<file path="src/rtl/rx_ts_queue.sv">
// Timestamp capture queue: first-word-fall-through FIFO of PTP capture records with level interrupt and overflow count.
// Latency: a capture is visible at the head one cycle after its write edge; int_o is registered from next-state values.
// Backpressure: none; a capture into a full queue is dropped, or overwrites the oldest entry when RX_TS_OVERWRITE_EN is defined.
module rx_ts_queue #(
    parameter int DEPTH = 4,
    parameter int AW    = 2
) (
    input  logic          rx_clk,
    input  logic          rx_rst_n,
    input  logic          rx_clk_en_i,
    input  logic          cap_valid_i,
    input  logic [79:0]   cap_ts_i,
    input  logic [15:0]   cap_seqid_i,
    input  logic [3:0]    cap_msgtype_i,
    input  logic [3:0]    cap_sdoid_i,
    input  logic          pop_i,
    input  logic          clr_i,
    input  logic          int_en_i,
    input  logic [AW:0]   thresh_i,
    output logic          out_valid_o,
    output logic [79:0]   out_ts_o,
    output logic [15:0]   out_seqid_o,
    output logic [3:0]    out_msgtype_o,
    output logic [3:0]    out_sdoid_o,
    output logic [AW:0]   level_o,
    output logic          full_o,
    output logic [7:0]    ovf_cnt_o,
    output logic          int_o
);

    localparam logic [AW:0] LVL_MAX = (AW+1)'(DEPTH);

    logic [79:0]   ts_mem  [DEPTH];
    logic [15:0]   seq_mem [DEPTH];
    logic [3:0]    mt_mem  [DEPTH];
    logic [3:0]    sd_mem  [DEPTH];

    logic [AW-1:0] wr_ptr, rd_ptr, wr_nxt, rd_nxt;
    logic [AW:0]   level, level_nxt;
    logic [7:0]    ovf_cnt, ovf_nxt;
    logic          sticky, sticky_nxt;
    logic          int_q, int_nxt;
    logic          wr_en;
    logic          full, do_pop, ovf_evt;

    assign full    = (level == LVL_MAX);
    assign do_pop  = pop_i && (level != '0);
    // A pop in the same cycle frees a slot, so a full queue only overflows without one.
    assign ovf_evt = cap_valid_i && full && !do_pop;

    always_comb begin
        wr_nxt     = wr_ptr;
        rd_nxt     = rd_ptr;
        level_nxt  = level;
        ovf_nxt    = ovf_cnt;
        sticky_nxt = sticky;
        wr_en      = 1'b0;
        if (clr_i) begin
            wr_nxt     = '0;
            rd_nxt     = '0;
            level_nxt  = '0;
            ovf_nxt    = '0;
            sticky_nxt = 1'b0;
        end else if (ovf_evt) begin
            ovf_nxt    = (ovf_cnt == 8'hFF) ? ovf_cnt : ovf_cnt + 8'd1;
            sticky_nxt = 1'b1;
`ifdef RX_TS_OVERWRITE_EN
            // wr_ptr == rd_ptr when full: the new record replaces the oldest.
            wr_en  = 1'b1;
            wr_nxt = wr_ptr + 1'b1;
            rd_nxt = rd_ptr + 1'b1;
`endif
        end else begin
            if (cap_valid_i) begin
                wr_en  = 1'b1;
                wr_nxt = wr_ptr + 1'b1;
            end
            if (do_pop) begin
                rd_nxt = rd_ptr + 1'b1;
            end
            if (cap_valid_i && !do_pop) begin
                level_nxt = level + 1'b1;
            end else if (!cap_valid_i && do_pop) begin
                level_nxt = level - 1'b1;
            end
        end
        int_nxt = int_en_i && (((thresh_i != '0) && (level_nxt >= thresh_i)) || sticky_nxt);
    end

    always_ff @(posedge rx_clk or negedge rx_rst_n) begin
        if (!rx_rst_n) begin
            wr_ptr  <= '0;
            rd_ptr  <= '0;
            level   <= '0;
            ovf_cnt <= '0;
            sticky  <= 1'b0;
            int_q   <= 1'b0;
        end else if (rx_clk_en_i) begin
            wr_ptr  <= wr_nxt;
            rd_ptr  <= rd_nxt;
            level   <= level_nxt;
            ovf_cnt <= ovf_nxt;
            sticky  <= sticky_nxt;
            int_q   <= int_nxt;
        end
    end

    always_ff @(posedge rx_clk or negedge rx_rst_n) begin
        if (!rx_rst_n) begin
            for (int i = 0; i < DEPTH; i++) begin
                ts_mem[i]  <= '0;
                seq_mem[i] <= '0;
                mt_mem[i]  <= '0;
                sd_mem[i]  <= '0;
            end
        end else if (rx_clk_en_i && wr_en) begin
            ts_mem[wr_ptr]  <= cap_ts_i;
            seq_mem[wr_ptr] <= cap_seqid_i;
            mt_mem[wr_ptr]  <= cap_msgtype_i;
            sd_mem[wr_ptr]  <= cap_sdoid_i;
        end
    end

    assign out_valid_o   = (level != '0);
    assign out_ts_o      = ts_mem[rd_ptr];
    assign out_seqid_o   = seq_mem[rd_ptr];
    assign out_msgtype_o = mt_mem[rd_ptr];
    assign out_sdoid_o   = sd_mem[rd_ptr];
    assign level_o       = level;
    assign full_o        = full;
    assign ovf_cnt_o     = ovf_cnt;
    assign int_o         = int_q;

endmodule

</file>
<file path="config.mk">
export PLATFORM = sky130hd
export DESIGN_NAME = rx_ts_queue
export DESIGN_NICKNAME = d
export VERILOG_FILES = /design/src/rtl/rx_ts_queue.sv
export SDC_FILE = /design/constraint.sdc
export NUM_CORES = 1
export LEC_CHECK = 0
export ABC_AREA = 1
export BUFFER_PORTS_ARGS = -buffer_cell sky130_fd_sc_hd__buf_2
export CAP_MARGIN = 15
export CORE_MARGIN = 4
export CORE_UTILIZATION = 45
export DETAILED_ROUTE_END_ITERATION = 16
export PLACE_DENSITY = 0.7
export SYNTH_ARGS = -nofsm -noshare
export SYNTH_HDL_FRONTEND = slang
export SYNTH_SLANG_ARGS = --single-unit
</file>
<file path="constraint.sdc">
create_clock -name rx_clk -period 2.5 [get_ports rx_clk]
set_input_delay 0.125 -clock rx_clk [delete_from_list [all_inputs] [get_ports rx_clk]]
set_output_delay 0.125 -clock rx_clk [all_outputs]
set_load 0.02 [all_outputs]
</file>
==> metrics, run 1 <==
RePlAce Congestion=roughly 0.86; residual DRC count=0; Initial Util=0.4566; crit path max fanout=47; H-tree lvl count=2; Sw Ratio=0.3710; top cell type's share of synthesized area=0.5343; Peak VDD IR=just over 0.7 mV; Comb pwr share=0.322; fill cell count=a little under 4000; row count=77; Most Crowded Layer GR=met2; worst skew pair latency=0.58 ns; Routed Antenna Nets=0; share of cells above drive strength 1=0.1355; worst path arrival time=between 2 and 2.5 ns; Layout area overhead=22.32%; worst r2r path cells=16; largest net degree at the start of global routing=150; met3 usage=0.04518; Final period util=0.9668; P_int=15.63 mW; Cells after Synth=roughly 2600; CTS tree=built; initial antenna violation count=4; Rel. slew slack=0.5459; TNS Setup=0 ns; first-pass GRT wire length=between 100000 and 150000 microns; Total Die Area=a little under 50000 sq um; post-DP HPWL=between 30000 and 40000 microns; dpl ws=0.1767 ns; Leak Pwr=between 10 and 15 nW; Die Wd=around 220 microns; post-DR vias/cell=5.619; IO Pins=around 230; WL final=around 65000 microns; Critical Path Sink Type=output port; Tightest Pin Transition=between 0.6 and 0.7 ns; placed inst area=22090 sq um; vias in the first global route=about 19000; Flop pwr share=0.409; Max-Cap Viols=0; Final Critical Period=2.417 ns; Worst EP required=between 2 and 2.5 ns; CTS root buf=clkbuf_16; setup ws final=slightly above 0.08 ns; sequential-to-total area share from yosys stat=0.5343; TritonCTS Buffers=47; WS Path Type=reg -> out; Mapped Area=around 20000 sq um; RSZ-0062 raised after global routing=no; CTS clk-pin slew, worst paths=0.06 ns; FF+latch count, synth=433; cell accounting for the most synthesized area=dfrtp_1; Post-Syn Nets=~2700; top cells by area, synth=dfrtp_1 53%, nand2_1 16%, o21ai_0 13%, nor2_1 4.0%, o22ai_1 3.3%; CP startpoint kind=flop; Clock power frac=0.268; global route total overflow=0; Pins Over Slew Limit=0; Core Area=~44000 sq um; warnings from Yosys=0; switching power=slightly above 9 mW; final hold violation count=0; Avg Inst Size Synth=between 7 and 8 sq um; Fmax achieved=about 410 MHz; routed length per instance=roughly 19 microns; Hold Path Class=in -> reg; drt first pass iters=6; port bufs=around 230; Hold Path Stages=5; finished layout cell area=between 20000 and 25000 sq um; Clock Sinks=approximately 430; Pwr per Cell Area=1002 nW/um^2; die height=approximately 220 microns; GRT Util Overall=0.2591; clock buffer depth=3; post-synthesis cell type count=29; met1 Use GR=0.3473; grt met2 use=0.4264; status=completed; Setup violations, final=0; Clock Skew=0.01981 ns; fin nets=a little under 3000; initial DRC count=~1800; vias post-DR=around 19000
-- state kept, by name, indices dropped and copies added, names as in the netlist --
register	cells
sticky	1
seq_mem	64
sd_mem	16
wr_ptr	2
int_o	1
mt_mem	16
rd_ptr	2
ovf_cnt_o	8
level_o	3
ts_mem	320
-- cell type report --
type                    instances  area, sq um  area share
flip-flops and latches        433        10840      0.4370
multi-input cells            1891         8379      0.3378
repair buffers                404         3241      0.1306
clock buffers                  74         1408     0.05675
well taps                     592        740.7     0.02986
inverters                      30        122.6    0.004943
clock inverters                10        61.31    0.002472
diodes                          5        12.51   0.0005044
-- through the flow --
stage / hold WS, ns / total power [mW] / instances / util
detailed placement: 0.1717 / 17.95 / 3233 / 0.4973
floorplan: -0.1706 / 14.98 / 2559 / -
global route: 0.09863 / 26.38 / 3438 / 0.5584
finish: 0.07595 / 24.85 / 3439 / 0.5585
global placement: 0.1619 / 17.63 / 3233 / 0.4973
CTS: 0.04272 / 24.82 / 3429 / 0.5556
-- critical path, cell delays in order (launching register included) --
cell and delay [ns]:
dfrtp_4 0.56, inv_8 0.26, buf_12 0.29, o21ai_0 0.11, o22ai_1 0.26, buf_2 0.23
-- final timing paths --
path | from | end | slack [ns]
max | rd_ptr[0] | out_ts_o[67] | 0.08
min | pop_i | level_o[2] | 0.08
max reg2reg | level_o[0] | int_o | 0.24
min reg2reg | ts_mem[192] | ts_mem[192] | 0.47
max in group asynchronous | rx_rst_n | ts_mem[248] | 1.47
min in group asynchronous | rx_rst_n | seq_mem[3] | 0.14
-- layout by cell type, fill, tap and decap left out, types with 3 or more instances in the layout --
cell type        n
dfrtp_1        431
buf_2          230
buf_4           22
nor2_4           4
dlygate4sd3_1  112
o22ai_1        106
nor3_1           3
clkbuf_8        13
inv_2            7
clkbuf_16       49
nand4_1          3
inv_6            3
nand2_2          3
buf_12          33
nor2_1         215
o21ai_1        100
clkbuf_1        14
inv_1           20
diode_2          5
ha_1            10
o21ai_0        534
nand2_1        881
clkinv_2         9
a21oi_1          5
nand3_1         17
-- kinds of logic after synthesis --
group	synth area share
AO/OA/AOI/OAI	0.1918
adder cells (fa/ha/maj)	0.006787
AND/OR/NAND/NOR	0.2135
XOR/XNOR	0.0008640
flip-flops	0.5343
buffers and inverters	0.05269
-- synth_stat cells --
library cell and number:
nor2_4 4, o21bai_1 1, o21ai_0 534, nor2_1 216, a21oi_1 5, nand3_4 1, dfrtp_1 433, buf_6 11
ha_1 11, nand3_1 17, inv_2 2, nand2_1 881, xor2_1 2, buf_4 4, o31ai_1 1, clkbuf_1 113
clkbuf_2 3, o211ai_1 1, o22ai_1 106, o21ai_1 100, a31oi_1 1, nand4_1 3, buf_8 1, nor3_1 3
inv_1 28, buf_2 59, nand2_4 1, nand2_2 3, buf_1 14
-- power by group through the flow --
stage	clock network [mW]	registers, mW	logic, mW
6_report	6.67	10.2	8.01
5_1_grt	7.12	10.4	8.88
4_1_cts	6.82	10.1	7.89
3_5_place_dp	0	10.2	7.73
3_3_place_gp	0	10.1	7.51
2_1_floorplan	0	9.96	5.02
-- metal layers --
metal  vias to the layer above  share of wire  wire [microns]
met4                         0          0.027            1737
li1                       8933              -               -
met2                       897           0.47           30950
met1                      9355           0.42           27120
met5                         -              0               0
met3                       140          0.083            5405
-- repair_timing --
action,4_1_cts,5_1_grt
hold endpoints to repair,485,0
setup endpoints to repair,0,135
resized for setup,0,9
hold buffers,112,0
setup buffers,0,3
Note: power is estimated with default switching activity, not from simulation.
==> run 2: changes to the inputs <==
Settings changed: ABC_AREA 1 to not set.
==> run 2 against run 1 <==
- critical path depth shrank 2
- sequential power grew 15%
- clock-buffer cell count shrank 6
==> metrics, run 2 <==
status=completed (unchanged); Setup violations, final=0 (unchanged); RSZ-0062 raised after global routing=yes (was no); WL final=41840 microns (was 65210 microns); post-DP HPWL=26100 microns (was 35100 microns); Initial Util=0.4541 (was 0.4566); CP startpoint kind=flop (unchanged); Layout area overhead=24.80% (was 22.32%); count leader, synth=dfrtp_1 (was nand2_1); crit path max fanout=44 (was 47); Primary FF master, synth=dfrtp_1 (unchanged); highest-count cells in the layout ignoring fill and taps=429 x dfrtp_1, 416 x mux2_2, 220 x buf_2 (was 881 x nand2_1, 534 x o21ai_0, 431 x dfrtp_1); Die Wd=213.5 microns (was 220.3 microns); clock buffer depth=3 (unchanged); Final Critical Period=2.438 ns (was 2.417 ns); top cell type's share of synthesized area=0.5701 (was 0.5343); post-synthesis cell type count=48 (was 29); share of cells above drive strength 1=0.5725 (was 0.1355); initial DRC count=458 (was 1838); final hold violation count=0 (unchanged); RePlAce Congestion=0.8047 (was 0.8571); Pwr per Cell Area=1214 nW/um^2 (was 1002 nW/um^2); Fmax achieved=410.2 MHz (was 413.7 MHz); finished layout cell area=23720 sq um (was 24810 sq um); worst r2r path cells=11 (was 16); Sw Ratio=0.3146 (was 0.3710); worst skew pair latency=0.56 ns (was 0.58 ns); Avg Inst Size Synth=16.57 sq um (was 7.924 sq um); Core Area=41850 sq um (was 44410 sq um); fin nets=1633 (was 2932); dpl ws=0.03351 ns (was 0.1767 ns); row count=75 (was 77); reg2reg start=level_o[1] (was level_o[0]); placed inst area=21090 sq um (was 22090 sq um); global route total overflow=0 (unchanged); port bufs=231 (unchanged); sequential-to-total area share from yosys stat=0.5701 (was 0.5343); Reg area=10850 sq um (was 10840 sq um); first-pass GRT wire length=67810 microns (was 101700 microns); Biggest register=ts_mem (unchanged); Peak VDD IR=0.7458 mV (was 0.7094 mV); WS Path Type=reg -> out (unchanged); Hold Path Class=in -> reg (unchanged); fill cell count=3317 (was 3970); P_int=19.73 mW (was 15.63 mW); Post-synth top cells=433 x dfrtp_1, 416 x mux2_2, 104 x mux4_2 (was 881 x nand2_1, 534 x o21ai_0, 433 x dfrtp_1); Hold Path Stages=3 (was 5); drt first pass iters=4 (was 6); largest net degree at the start of global routing=78 (was 150); vias in the first global route=12470 (was 19110); # diodes=0 (was 5); cell accounting for the most synthesized area=dfrtp_1 (unchanged); FF+latch count, synth=433 (unchanged); Clock Sinks=433 (unchanged); Critical Path Sink Type=output port (unchanged); routed length per instance=20.15 microns (was 18.96 microns); CTS root buf=clkbuf_16 (unchanged); residual DRC count=0 (unchanged); Largest regs=ts_mem: 320 flops, seq_mem: 64 flops (unchanged); switching power=9.057 mW (was 9.221 mW); r2r setup slk=0.12 ns (was 0.24 ns); Rel. slew slack=0.5601 (was 0.5459); Clock Skew=0.01443 ns (was 0.01981 ns); Flop pwr share=0.406 (was 0.409); top cells by area, synth=dfrtp_1 57%, mux2_2 25%, mux4_2 12%, buf_2 1.5%, ha_1 0.72% (was dfrtp_1 53%, nand2_1 16%, o21ai_0 13%, nor2_1 4.0%, o22ai_1 3.3%); Max-Cap Viols=0 (unchanged); Final period util=0.9752 (was 0.9668); GRT Util Overall=0.1855 (was 0.2591); commonest non-fill, non-tap cell in the layout=dfrtp_1 (was nand2_1); Cells after Synth=1147 (was 2559); die height=213.5 microns (was 220.3 microns); Total Die Area=45590 sq um (was 48520 sq um); TritonCTS Buffers=47 (unchanged); post-layout util=0.5668 (was 0.5585); Routed Antenna Nets=0 (unchanged); Pins Over Slew Limit=0 (unchanged); Tightest Pin Transition=0.6598 ns (was 0.6812 ns); Worst EP required=2.38 ns (about the same); Multi-input gate area=7836 sq um (was 8379 sq um); Mapped Area=19010 sq um (was 20280 sq um); Post-synth EDFFs=0 (unchanged); H-tree lvl count=2 (unchanged); RR Endpoint=int_o (unchanged); IO Pins=232 (unchanged); vias post-DR=11310 (was 19330); initial antenna violation count=0 (was 4); post-DR vias/cell=5.447 (was 5.619); hold_sp=cap_valid_i (was pop_i); worst path arrival time=2.31 ns (was 2.29 ns); CTS tree=built (unchanged); Clock power frac=0.227 (was 0.268); Post-Syn Nets=1272 (was 2684); Comb pwr share=0.368 (was 0.322); asr flop ratio synth=1.000 (unchanged); Leak Pwr=10.91 nW (was 12.55 nW); CTS clk-pin slew, worst paths=0.06 ns (about the same); setup ws final=0.06212 ns (was 0.08291 ns); warnings from Yosys=0 (unchanged); Worst Hold End=wr_ptr[1] (was level_o[2]); max reg flops=320 (unchanged)
-- run 2: changes by cell type in the layout (fill, tap and decap cells not counted), moves of 10 or more --
| cell | previous run | this run |
|---|---|---|
| mux4_2 | 0 | 104 |
| o21ai_0 | 534 | 9 |
| buf_12 | 33 | 16 |
| nand2_1 | 881 | 11 |
| o22ai_1 | 106 | 1 |
| inv_1 | 20 | 10 |
| nand3_1 | 17 | 2 |
| buf_2 | 230 | 220 |
| o21ai_1 | 100 | 1 |
| nor2_1 | 215 | 6 |
| mux2_2 | 0 | 416 |
-- run 2: logic make-up (layout without fill, tap and decap cells) --
| family | after synthesis | count (layout) | synth area share |
|---|---|---|---|
| compound gates | 47 | 47 | 0.01685 |
| xor+xnor | 1 | 1 | 0.0004609 |
| fa+ha+maj | 11 | 11 | 0.007241 |
| buf+inv | 85 | 475 | 0.02067 |
| flops | 433 | 433 | 0.5701 |
| mux | 521 | 521 | 0.3702 |
| simple gates | 49 | 49 | 0.01448 |
-- run 2: worst max-delay path by stage --
stage / from / endpoint / slack, ns / depth (start not counted)
final: rd_ptr[0] / out_ts_o[69] / 0.06 / 3
after global routing: level_o[1] / int_o / -0.07 / 11
after CTS: rd_ptr[0] / out_sdoid_o[0] / -0.002 / 3
after detailed placement: level_o[0] / int_o / 0.03 / 11
after global placement: level_o[0] / int_o / 0.07 / 11
after floorplan: level_o[0] / int_o / 0.01 / 12
-- run 2: area by class of cell --
cell class | instances | area share
clock buffer | 68 | 0.05675
inverter | 11 | 0.001741
multi-input combinational | 629 | 0.3303
sequential | 433 | 0.4572
clock inverter | 10 | 0.003798
timing repair buffer | 386 | 0.1217
tap | 539 | 0.02843
-- run 2: timing repair --
item	4_1_cts	5_1_grt
buffers inserted	0	2
setup endpoints to repair	7	37
endpoints found under the hold margin	485	0
hold buffers	110	0
pin swaps	0	1
gates resized for setup	1	24
-- run 2: per-layer routing --
layer | vias to the layer above | share of wire | GRT usage
met3 | 46 | 0.051 | 0.04038
li1 | 5035 | - | -
met5 | - | 0 | 0
met4 | 0 | 0.017 | 0.04569
met1 | 6010 | 0.43 | 0.2520
met2 | 216 | 0.50 | 0.3092
-- run 2: per-stage QoR --
stage,setup TNS (ns),cells,power [mW],hold slack [ns]
detailed placement,0,1886,22.11,0.1695
global placement,0,1886,21.66,0.1632
floorplan,0,1147,18.84,-0.1706
global route,-0.6440,2076,30.50,0.08925
finish,0,2076,28.79,0.06492
CTS,-0.004046,2074,28.92,0.02969
-- run 2: critical path, cell delays in order (launching register included) --
cell     delay (ns)
dfrtp_4        0.58
buf_16         0.34
mux4_2         0.61
buf_6          0.16
-- run 2: power by group through the flow --
stage	Sequential, mW	Clock [mW]	Combinational, mW
after global placement	11.5	0	10.1
final	11.7	6.53	10.6
after detailed placement	11.8	0	10.4
after global routing	12.0	7.07	11.4
after floorplan	11.2	0	7.65
after CTS	11.6	6.73	10.5
